===== src/rtl/uart_rx.sv =====
// uart_rx: oversampling UART receiver, DATA_BITS data bits LSB first, one stop bit.
// Define UART_RX_PARITY_EN to add an even-parity bit after the data and the O_rx_parity_err output.
module uart_rx #(
   parameter int OVERSAMPLE = 16,
   parameter int DATA_BITS  = 8
) (
   input  logic                 clk,
   input  logic                 rst,
   input  logic                 I_baudrate_rx_clk,
   input  logic                 I_rx_en,
   input  logic                 I_rx,
   output logic [DATA_BITS-1:0] O_rx_data,
   output logic                 O_rx_valid,
   output logic                 O_rx_frame_err,
`ifdef UART_RX_PARITY_EN
   output logic                 O_rx_parity_err,
`endif
   output logic                 O_rx_busy
);
   localparam int TW = $clog2(OVERSAMPLE);
   localparam logic [TW-1:0] HALF = TW'(OVERSAMPLE / 2 - 1);
   localparam logic [TW-1:0] FULL = TW'(OVERSAMPLE - 1);

   typedef enum logic [2:0] {
      IDLE,
      START,
      DATA,
`ifdef UART_RX_PARITY_EN
      PARITY,
`endif
      STOP,
      BREAK
   } state_t;

   state_t               state_q;
   logic                 rx_meta_q, rx_sync_q;
   logic [TW-1:0]        tick_cnt_q;
   logic [3:0]           bit_cnt_q;
   logic [DATA_BITS-1:0] shift_q, data_q;
   logic                 valid_q, ferr_q;
   logic                 full;
`ifdef UART_RX_PARITY_EN
   logic                 par_q, perr_q;
   assign O_rx_parity_err = perr_q;
`endif

   assign full           = tick_cnt_q == FULL;
   assign O_rx_data      = data_q;
   assign O_rx_valid     = valid_q;
   assign O_rx_frame_err = ferr_q;
   assign O_rx_busy      = state_q != IDLE;

   always_ff @(posedge clk) begin
      if (rst) begin
         state_q    <= IDLE;
         rx_meta_q  <= 1'b1;
         rx_sync_q  <= 1'b1;
         tick_cnt_q <= '0;
         bit_cnt_q  <= '0;
         shift_q    <= '0;
         data_q     <= '0;
         valid_q    <= 1'b0;
         ferr_q     <= 1'b0;
`ifdef UART_RX_PARITY_EN
         par_q      <= 1'b0;
         perr_q     <= 1'b0;
`endif
      end else begin
         rx_meta_q <= I_rx;
         rx_sync_q <= rx_meta_q;
         valid_q   <= 1'b0;
         ferr_q    <= 1'b0;
`ifdef UART_RX_PARITY_EN
         perr_q    <= 1'b0;
`endif
         // Disabling the receiver drops any frame in progress without touching the outputs
         if (state_q != IDLE && !I_rx_en) state_q <= IDLE;
         else if (I_baudrate_rx_clk) begin
            case (state_q)
               IDLE: if (I_rx_en && !rx_sync_q) begin
                  state_q    <= START;
                  tick_cnt_q <= '0;
               end
               START: if (tick_cnt_q == HALF) begin
                  state_q    <= rx_sync_q ? IDLE : DATA;
                  tick_cnt_q <= '0;
                  bit_cnt_q  <= '0;
               end else tick_cnt_q <= tick_cnt_q + 1'b1;
               DATA: begin
                  tick_cnt_q <= full ? '0 : tick_cnt_q + 1'b1;
                  if (full) begin
                     shift_q   <= {rx_sync_q, shift_q[DATA_BITS-1:1]};
                     bit_cnt_q <= bit_cnt_q + 1'b1;
`ifdef UART_RX_PARITY_EN
                     if (bit_cnt_q == 4'(DATA_BITS - 1)) state_q <= PARITY;
`else
                     if (bit_cnt_q == 4'(DATA_BITS - 1)) state_q <= STOP;
`endif
                  end
               end
`ifdef UART_RX_PARITY_EN
               PARITY: begin
                  tick_cnt_q <= full ? '0 : tick_cnt_q + 1'b1;
                  if (full) begin
                     par_q   <= rx_sync_q;
                     state_q <= STOP;
                  end
               end
`endif
               STOP: begin
                  tick_cnt_q <= full ? '0 : tick_cnt_q + 1'b1;
                  if (full) begin
                     data_q  <= shift_q;
                     state_q <= rx_sync_q ? IDLE : BREAK;
                     ferr_q  <= !rx_sync_q;
`ifdef UART_RX_PARITY_EN
                     valid_q <= rx_sync_q && (par_q == ^shift_q);
                     perr_q  <= rx_sync_q && (par_q != ^shift_q);
`else
                     valid_q <= rx_sync_q;
`endif
                  end
               end
               BREAK: if (rx_sync_q) state_q <= IDLE;
               default: state_q <= IDLE;
            endcase
         end
      end
   end
endmodule

===== config.mk =====
export PLATFORM = sky130hd
export DESIGN_NAME = uart_rx
export DESIGN_NICKNAME = d
export VERILOG_FILES = /design/src/rtl/uart_rx.sv
export SDC_FILE = /design/constraint.sdc
export NUM_CORES = 1
export LEC_CHECK = 0
export BUFFER_PORTS_ARGS = -buffer_cell sky130_fd_sc_hd__buf_2
export CELL_PAD_IN_SITES_DETAIL_PLACEMENT = 0
export CELL_PAD_IN_SITES_GLOBAL_PLACEMENT = 1
export CORE_MARGIN = 1.5
export CORE_UTILIZATION = 47
export DETAILED_ROUTE_END_ITERATION = 16
export PLACE_DENSITY = 0.91
export SLEW_MARGIN = 5
export SYNTH_ARGS = -nofsm -noshare
export SYNTH_HDL_FRONTEND = slang
export SYNTH_SLANG_ARGS = --single-unit

===== constraint.sdc =====
create_clock -name clk -period 3.5 [get_ports clk]
set_input_delay 0 -clock clk [delete_from_list [all_inputs] [get_ports clk]]
set_output_delay 0 -clock clk [all_outputs]
set_load 0.03 [all_outputs]

==> metrics.md, run 1 <==
| Metric | Value |
|---|---|
| Grt total ovfl | 0 |
| Gr usage total | ~17% |
| Vias per cell | 5.62 |
| Worst Path Max Fanout | 12 |
| EDFF count, synth | 0 |
| Cells on worst reg2reg path | 4 |
| Final Setup Violations | 0 |
| Clock insertion delay at the later pin of the skew report | 0.32 ns |
| Synth Cell Area | about 1400 sq um |
| DRT Pass-1 Iters | 4 |
| Post-synth cell types | 42 |
| Slew margin rel. | 66.4% |
| Synth area leaders | dfxtp_1, mux2i_1, nor2_1, nand3_1, nand2_1 |
| DRT iter0 DRCs | 35 |
| IO buf count | 15 |
| CTS tree | done |
| Critical-path cell list | xnor2_1 > a311o_1 > or4_1 > a21oi_1 |
| Slowest CP cell | dfxtp_1 |
| Top_reg_cell synth | dfxtp_1 |
| FF-to-FF setup slack | between 1.5 and 2 ns |
| Post-CTS Setup Repair Bufs | 0 |
| Syn Area/Cell | 9.71 sq um |
| Drt drc | 0 |
| Dpl hpwl | approximately 1800 um |
| RSZ-0062 raised after global routing | no |
| Hold_ws | 0.0752 ns |
| Clock buffer count from CTS | 5 |
| Synth top area share | 45.0% |
| Crit path capture type | register |
| Die X | 57.2 um |
| Post-CTS sizing | 0 |
| CP Launch Type | register |
| Seq/Total Area, Yosys | 45.0% |
| Area grow syn2layout | 11.3% |
| Peak supply drop | 0.312 mV |
| Largest net degree at the start of global routing | 30 |
| CTS Hold Bufs | 2 |
| Worst Hold Launch | I_rx_en |
| Min Tclk post-route | 1.93 ns |
| Status | completed |
| Clock sinks | 31 |
| Clock transition at path regs | 0.09 ns |
| Yosys reg bits | 31 |
| Buf/Inv on CP | 0 |
| Tightest Hold Check Type | in2reg |
| Leakage power | 0.000564 uW |
| Core ar. | 2780 sq um |
| Most frequent cells after synthesis | dfxtp_1, nor2_1, mux2i_1 |
| Initial Util | 49.6% |
| Hold EP | state_q[0] |
| CP required | roughly 3.8 ns |
| Die ar. | 3270 sq um |
| # rows | 19 |
| Async SR Flop Fraction | 0% |
| Final worst-path cycle share | 55.1% |
| Setup_tns | 0 ns |
| WS Path Type | reg2reg |
| Layout Nets | 166 |
| FMAX | 518 MHz |
| RD Place Congestion | 0.811 |
| Top delay family on crit path | compound AO/OA/AOI/OAI gates |
| PwrDens | 378 nW/um^2 |
| Hold Fails Final Rpt | 0 |
| Worst slew pin tran | around 0.50 ns |
| Count leader, synth | dfxtp_1 |
| Critical path data arrival time | 2.18 ns |
| Reg-to-Reg End | tick_cnt_q[3] |
| Syn_nets | 149 |
| Yosys warning total | 0 |
| I/O pin cnt | 16 |
| DR vias | between 1000 and 1500 |
| Antenna-violating nets left | 0 |
| Dominant cell type by area after synthesis | dfxtp_1 |
| DIE HEIGHT | 57.2 um |
| H-tree levels | 2 |
| WL/cell | roughly 13 um |
| Clock Path Buffers | 2 |
| WL final | 2550 um |
| CTS Root Cell | clkbuf_4 |
| Largest stage delay on the critical path | roughly 0.59 ns |
| Initial antenna violation count | 0 |
| Share of cells above drive strength 1 | 22.6% |
| Gate Count Post-Synth | ~140 |
| Via count of the first global-routing pass | 1003 |
| Ant diodes | 0 |
| First-pass GRT wire length | 4340 um |
| Hold path depth | 4 |
| Critical R2R Launch | state_q[1] |
| Slew Viols, Final | 0 |
| Worst Skew | 0.0114 ns |
| Number of max-cap violations | 0 |
cells by family (layout without fill, tap and decap cells):
| logic type | count (synthesis) | count (layout) | synth area share (%) |
|---|---|---|---|
| AOI/OAI and AO/OA | 21 | 21 | 12.4 |
| xor gates and xnor gates | 3 | 3 | 1.91 |
| adders and majority gates | 2 | 2 | 1.81 |
| buffers and inverters | 10 | 27 | 3.63 |
| DFF | 31 | 31 | 45.0 |
| muxes | 17 | 17 | 12.3 |
| and+or+nand+nor | 58 | 58 | 22.9 |
stage by stage:
step	cell area, sq um	total power [uW]	utilization, %	instances	worst slack [ns]
2_1_floorplan	1380	376	-	142	1.87
3_3_place_gp	1460	382	52.4	181	1.66
3_5_place_dp	1460	382	52.4	181	1.60
4_1_cts	1530	587	55.2	190	1.58
5_1_grt	1530	605	55.2	190	1.42
6_report	1530	580	55.2	190	1.57
cell type report:
| class | instances | area, sq um |
|---|---|---|
| Clock buffer | 6 | 51.3 |
| Clock inverter | 1 | 5.00 |
| Fill cell | 242 | 1250 |
| Inverter | 2 | 7.51 |
| Multi-Input combinational cell | 101 | 708 |
| Sequential cell | 31 | 621 |
| Tap cell | 31 | 38.8 |
| Timing Repair Buffer | 18 | 103 |
flip-flops by register name (all words and copies together) (netlist names), 3 cells and up:
signal,count
O_rx_data,8
bit_cnt_q,4
shift_q,8
state_q,3
tick_cnt_q,4
per-layer routing:
layer	share of wire (%)	track usage, %
met1	47	21.2
met5	0	0
met4	2.2	8.64
met2	48	26.8
met3	3.3	4.08
layout by cell type (no fill, tap or decap), types with 2 or more instances in the layout:
master / instances
or2_2: 2
nand3_1: 7
inv_1: 2
nand2_1: 9
mux2i_1: 17
nor2_1: 19
buf_2: 15
dlygate4sd3_1: 2
dfxtp_1: 31
a211oi_1: 2
nor3b_1: 3
xnor2_1: 3
nand3b_1: 2
o41ai_1: 2
a21oi_1: 5
clkbuf_4: 5
ha_1: 2
nor3_1: 4
worst max-delay path by stage:
stage / to / start / slack [ns] / cells past startpoint
2_1_floorplan: tick_cnt_q[3] / tick_cnt_q[3] / 1.87 / 5
3_5_place_dp: tick_cnt_q[3] / state_q[1] / 1.60 / 4
3_3_place_gp: tick_cnt_q[3] / state_q[1] / 1.66 / 4
4_1_cts: tick_cnt_q[3] / state_q[1] / 1.58 / 4
6_report: tick_cnt_q[3] / state_q[1] / 1.57 / 4
5_1_grt: tick_cnt_q[3] / state_q[1] / 1.42 / 4
tightest hold or removal path, cell delays in order:
cell and delay [ns]:
buf_2 0.11, inv_1 0.10, a2111o_1 0.10, o41ai_1 0.05
where the power goes:
part	internal (uW)	switching (uW)	total [uW]
registers	354	1.77	355
logic	7.09	13.0	20.1
clock network	92.9	111	204
total	454	126	580
Note: power is estimated with default switching activity, not from simulation.
==> run 2: changes to the inputs <==
ABC_AREA = 1   (was unset)
CORE_UTILIZATION = 42   (was 47)
PLACE_DENSITY = 0.86   (was 0.91)
clock period = 1.8 ns   (was 3.5 ns; I/O delays follow)
==> run 2 against run 1 <==
Against the previous run: non-clock buffer count grew 1; clock skew down 0.0043 ns; final cell count up 45%; critical path type unchanged; die area increased by 28%; global-route usage grew 1.6 points; final area grew 17%; setup slack worse by 1.4 ns; worst hold slack gained 0.053 ns; flip-flop and latch count unchanged.
==> metrics.md, run 2 <==
| Metric | Value |
|---|---|
| Synth top area share | 38.7% |
| Min Tclk post-route | 1.61 ns |
| Clock transition at path regs | 0.06 ns |
| CP required | 2.02 ns |
| Tightest Hold Check Type | in2reg |
| Post-synthesis simple-gate area fraction | 41.6% |
| Synth Cell Area | 1600 sq um |
| Antenna-violating nets left | 0 |
| WL met1 | approximately 1800 um |
| Layout Nets | 235 |
| Synth area leaders | dfxtp_1, nand2_1, nor2_1, nand3_1, a21oi_1 |
| Ant diodes | 0 |
| Commonest non-fill, non-tap cell in the layout | nand2_1 |
| IO buf count | 15 |
| CTS tree | done |
| Post-synthesis mux area share | 0% |
| Largest net degree at the start of global routing | 21 |
| EDFF count, synth | 0 |
| WS Path Type | reg2reg |
| Largest stage delay on the critical path | 0.37 ns |
| Uppermost layer routed | met4 |
| Most frequent cells after synthesis | nand2_1, dfxtp_1, nor2_1 |
| Top delay family on crit path | simple AND/OR/NAND/NOR gates |
| Post-synth cell types | 34 |
| Routed length on met2 | 1540 um |
| Status | completed |
| DIE HEIGHT | 64.8 um |
| FF/Latch Area | 621 sq um |
| Via count of the first global-routing pass | ~1400 |
| Worst slew pin tran | approximately 0.38 ns |
| CTS Root Cell | clkbuf_8 |
| Peak supply drop | roughly 0.47 mV |
| WL/cell | around 13 um |
| Initial antenna violation count | 0 |
| Buf/Inv on CP | 2 |
| Clock insertion delay at the later pin of the skew report | 0.28 ns |
| Post-CTS Setup Repair Bufs | 0 |
| Worst Skew | a little over 0.007 ns |
| Number of max-cap violations | 0 |
| Multi-input logic area | 870 sq um |
| WL final | 3480 um |
| Leakage power | between 0.0007 and 0.0008 uW |
| Gate Count Post-Synth | 209 |
| H-tree levels | 2 |
| Grt total ovfl | 0 |
| Setup_tns | 0 ns |
| Dominant cell type by area after synthesis | dfxtp_1 |
| Yosys warning total | 0 |
| Most frequent cells in the layout | nand2_1, dfxtp_1, nor2_1 |
| Finished Core Util | 49.1% |
| Synth Area in XOR/XNOR | 1.64% |
| Hold Fails Final Rpt | 0 |
| Top_reg_cell synth | dfxtp_1 |
| Syn_nets | 216 |
| Slowest CP cell | dfxtp_1 |
| Critical-path cell list | ha_1 > nand3_4 > nand2_1 > inv_2 > nor2_1 > nand3_1 > clkinv_1 > nor2_1 > nor2_1 |
| RSZ-0062 raised after global routing | no |
| Synth Area in Compound Gates | 8.98% |
| Largest family of logic cells by synthesized area | simple AND/OR/NAND/NOR gates |
| Fraction of the mapped netlist area in adder cells | under 10% |
| Final Setup Violations | 0 |
| Area grow syn2layout | 12.3% |
| RD Place Congestion | ~0.84 |
| Fin worst setup slack | 0.185 ns |
| Dpl hpwl | 2370 um |
| Yosys reg bits | 31 |
| FMAX | 619 MHz |
| Crit path capture type | register |
| Critical path data arrival time | 1.84 ns |
| # rows | 22 |
| Final worst-path cycle share | 89.7% |
| Count leader, synth | nand2_1 |
| DRT iter0 DRCs | 83 |
| Share of cells above drive strength 1 | 21.9% |
| Die ar. | 4200 sq um |
| Clock sinks | 31 |
| Crit-path most repeated cell | nor2_1 |
| Syn Area/Cell | around 7.7 sq um |
| Drt drc | 0 |
| DR WL met3 | 120 um |
| Initial Util | a little over two fifths |
| Async SR Flop Fraction | 0% |
| Slew margin rel. | 74.5% |
| I/O pin cnt | 16 |
| Clock Path Buffers | 2 |
| Seq/Total Area, Yosys | 38.7% |
| First-pass GRT wire length | about 6000 um |
| Vias per cell | 5.01 |
| Core ar. | 3660 sq um |
| Die X | 64.8 um |
| DR vias | 1383 |
| Clock buffer count from CTS | 5 |
| Hold_ws | 0.128 ns |
| Gr usage total | 18.4% |
| # fillers | 391 |
| Place WS | 0.122 ns |
| DRT Pass-1 Iters | 5 |
| CP Launch Type | register |
| Slew Viols, Final | 0 |
| PwrDens | ~1100 nW/um^2 |
| Worst Path Max Fanout | 7 |
==> run 2: cell count changes in the layout (fill, tap and decap cells not counted), sizes merged, moves of 7 or more <==
| cell | delta |
|---|---|
| nand2 | +39 |
| mux2i | -17 |
| nand3 | +17 |
| nor2 | +16 |
| a21oi | +13 |
| inv | +10 |
| o21ai | +8 |
| nor4 | +7 |
==> run 2: layout make-up <==
type                    instances  share of cell area (%)
flip-flops and latches         31                    34.5
clock inverters                 1                   0.278
multi-input cells             158                    48.3
inverters                      13                    2.99
repair buffers                 19                    5.98
well taps                      48                    3.34
clock buffers                   6                    4.59
==> run 2: cell families after synthesis <==
family                   Yosys count
flip-flops                        31
AND/OR/NAND/NOR                  125
XOR/XNOR                           3
buffers and inverters             20
adder cells (fa/ha/maj)            2
AO/OA/AOI/OAI                     28
==> run 2: what timing repair did <==
| item | in CTS | in global routing |
|---|---|---|
| setup endpoints to repair | 0 | 5 |
| hold buffers | 1 | 0 |
| endpoints found under the hold margin | 1 | 0 |
| gates resized for setup | 0 | 1 |
==> run 2: per-stage QoR <==
stage,cell area (sq um),power [uW],std cells
2_1_floorplan,1600,1310,209
3_3_place_gp,1690,1380,268
3_5_place_dp,1690,1390,268
4_1_cts,1790,1940,276
5_1_grt,1800,2030,276
6_report,1800,1920,276
==> run 2: where the power goes <==
group | internal (uW) | total, uW | switching, uW
clock network | 299 | 551 | 252
logic | 183 | 600 | 417
registers | 716 | 773 | 57.5
total | 1200 | 1920 | 726
==> run 2: worst paths after layout <==
path	startpoint	endpoint	slack, ns	cells past startpoint
worst max-delay path	tick_cnt_q[0]	state_q[2]	0.19	9
worst min-delay path	rst	bit_cnt_q[0]	0.13	2
worst max register to register	tick_cnt_q[0]	state_q[2]	0.19	9
worst min register to register	rx_meta_q	rx_sync_q	0.41	1
==> run 2: worst register-to-register path, stage by stage, from the launching register on <==
cell      delay (ns)
dfxtp_1         0.37
ha_1            0.28
nand3_4         0.19
nand2_1         0.12
inv_2           0.03
nor2_1          0.20
nand3_1         0.15
clkinv_1        0.08
nor2_1          0.04
nor2_1          0.09
==> run 2: metal layers <==
metal / vias to the layer above / track usage (%)
met5: - / 0
met4: 0 / 8.51
met3: 8 / 4.17
met2: 25 / 30.2
met1: 618 / 22.9
li1: 732 / -
==> run 3: changes to the inputs <==
RECOVER_POWER = 100   (was unset)
==> run 3 against run 2 <==
Against the previous run: die area unchanged; highest routed layer unchanged; clock power barely moved; critical path type unchanged; sequential share of layout area rose by 0.69 points; critical path depth is 1 lower; critical endpoint is now O_rx_data[5]; combinational power is 4.5% lower; register-to-register slack about the same.
==> metrics.md, run 3 (synthesis results as in run 2) <==
| Metric | Value |
|---|---|
| Finished Core Util | between 40 and 50% |
| Worst slew pin tran | 0.374 ns |
| Commonest non-fill, non-tap cell in the layout | nand2_1 |
| DIE HEIGHT | ~65 um |
| WL/cell | 12.8 um |
| Slew margin rel. | 74.9% |
| Core ar. | 3660 sq um |
| PwrDens | 1070 nW/um^2 |
| Post-Place Cells | ~270 |
| DRT Pass-1 Iters | 4 |
| Tightest Hold Check Type | in2reg |
| Drt drc | 0 |
| RSZ-0062 raised after global routing | no |
| # rows | 22 |
| Ant diodes | 0 |
| I/O pin cnt | 16 |
| Initial Util | a little over two fifths |
| CTS tree | done |
| Slew Viols, Final | 0 |
| FMAX | 615 MHz |
| Critical path data arrival time | 1.78 ns |
| Final worst-path cycle share | 90.3% |
| Post-CTS Setup Repair Bufs | 0 |
| Min Tclk post-route | 1.63 ns |
| Layout Nets | about 240 |
| Clock sinks | 31 |
| WL final | 3530 um |
| Setup_tns | 0 ns |
| Non-Filler Instances | between 200 and 300 |
| Clock transition at path regs | 0.06 ns |
| Clock Path Buffers | 2 |
| Initial antenna violation count | 0 |
| Clock buffer count from CTS | 5 |
| First-pass GRT wire length | approximately 6000 um |
| Gr usage total | 18.4% |
| DRT iter0 DRCs | 110 |
| FF-to-FF setup slack | roughly 0.17 ns |
| WS Path Type | reg2reg |
| Worst Skew | 0.00531 ns |
| Antenna-violating nets left | 0 |
| Hold Fails Final Rpt | 0 |
| Share of cells above drive strength 1 | 15.4% |
| Dpl hpwl | roughly 2400 um |
| H-tree levels | 2 |
| Leakage power | 0.000691 uW |
| CP required | 1.96 ns |
| Die X | 64.8 um |
| Clock insertion delay at the later pin of the skew report | 0.28 ns |
| Peak supply drop | 0.467 mV |
| Status | completed |
| CTS Root Cell | clkbuf_8 |
| CP Launch Type | register |
| IO buf count | 15 |
| Area grow syn2layout | 10.1% |
| RD Place Congestion | 0.843 |
| Via count of the first global-routing pass | 1358 |
| Grt total ovfl | 0 |
| Number of max-cap violations | 0 |
| Largest net degree at the start of global routing | 21 |
| Vias per cell | between 5 and 6 |
| Hold path depth | 2 |
| Die ar. | 4200 sq um |
| Most frequent cells in the layout | nand2_1, dfxtp_1, nor2_1 |
| Worst Path Max Fanout | 12 |
| Cells on worst reg2reg path | 8 |
| DR vias | approximately 1400 |
| Final Setup Violations | 0 |
| Crit path capture type | register |
## run 3: what timing repair did
item                                    in CTS  in global routing
resized for setup                            0                  1
endpoints found under the hold margin        1                  0
endpoints found under the setup margin       0                  5
hold buffers                                 1                  0
## run 3: critical path: stages, from the launching register on
cell     delay, ns
dfxtp_1       0.42
nor2_4        0.19
nand2_4       0.07
nand2_2       0.10
nand2_8       0.12
nor2_4        0.22
nand2_2       0.20
nand2_1       0.10
a21oi_1       0.06
## run 3: power breakdown
part	switching [uW]	internal [uW]	total, uW	leakage, uW
logic	401	172	573	0.000393
registers	57.0	716	773	0.000250
clock network	249	299	548	0.0000470
## run 3: per-layer routing
| layer | vias up | share of wire (%) | GRT usage (%) | wire length (um) |
|---|---|---|---|---|
| li1 | 732 | - | - | - |
| met1 | 625 | 51 | 22.9 | 1790 |
| met2 | 25 | 44 | 30.2 | 1560 |
| met3 | 8 | 3.6 | 4.17 | 127 |
| met4 | 0 | 1.6 | 8.51 | 56 |
| met5 | - | 0 | 0 | 0 |
## run 3: area by class of cell
cell class	count	area (sq um)
fillers	406	1900
flip-flops and latches	31	621
well taps	48	60.1
clock buffers	6	82.6
multi-input cells	158	848
repair buffers	19	93.8
clock inverters	1	5.00
inverters	13	53.8
## run 3: final timing paths
check | startpoint | to
worst max-delay path | state_q[1] | O_rx_data[5]
worst min-delay path | rst | bit_cnt_q[0]
worst max register to register | state_q[1] | O_rx_data[5]
worst min register to register | rx_meta_q | rx_sync_q
## run 3: stage by stage
stage	cell area [sq um]	worst slack [ns]	hold slack, ns	power, uW
after global placement	1690	0.196	0.188	1380
after global routing	1760	0.00666	0.157	2000
after detailed placement	1690	0.122	0.194	1390
after CTS	1790	0.0983	0.129	1940
after floorplan	1600	0.370	0.104	1310
final	1760	0.175	0.130	1890
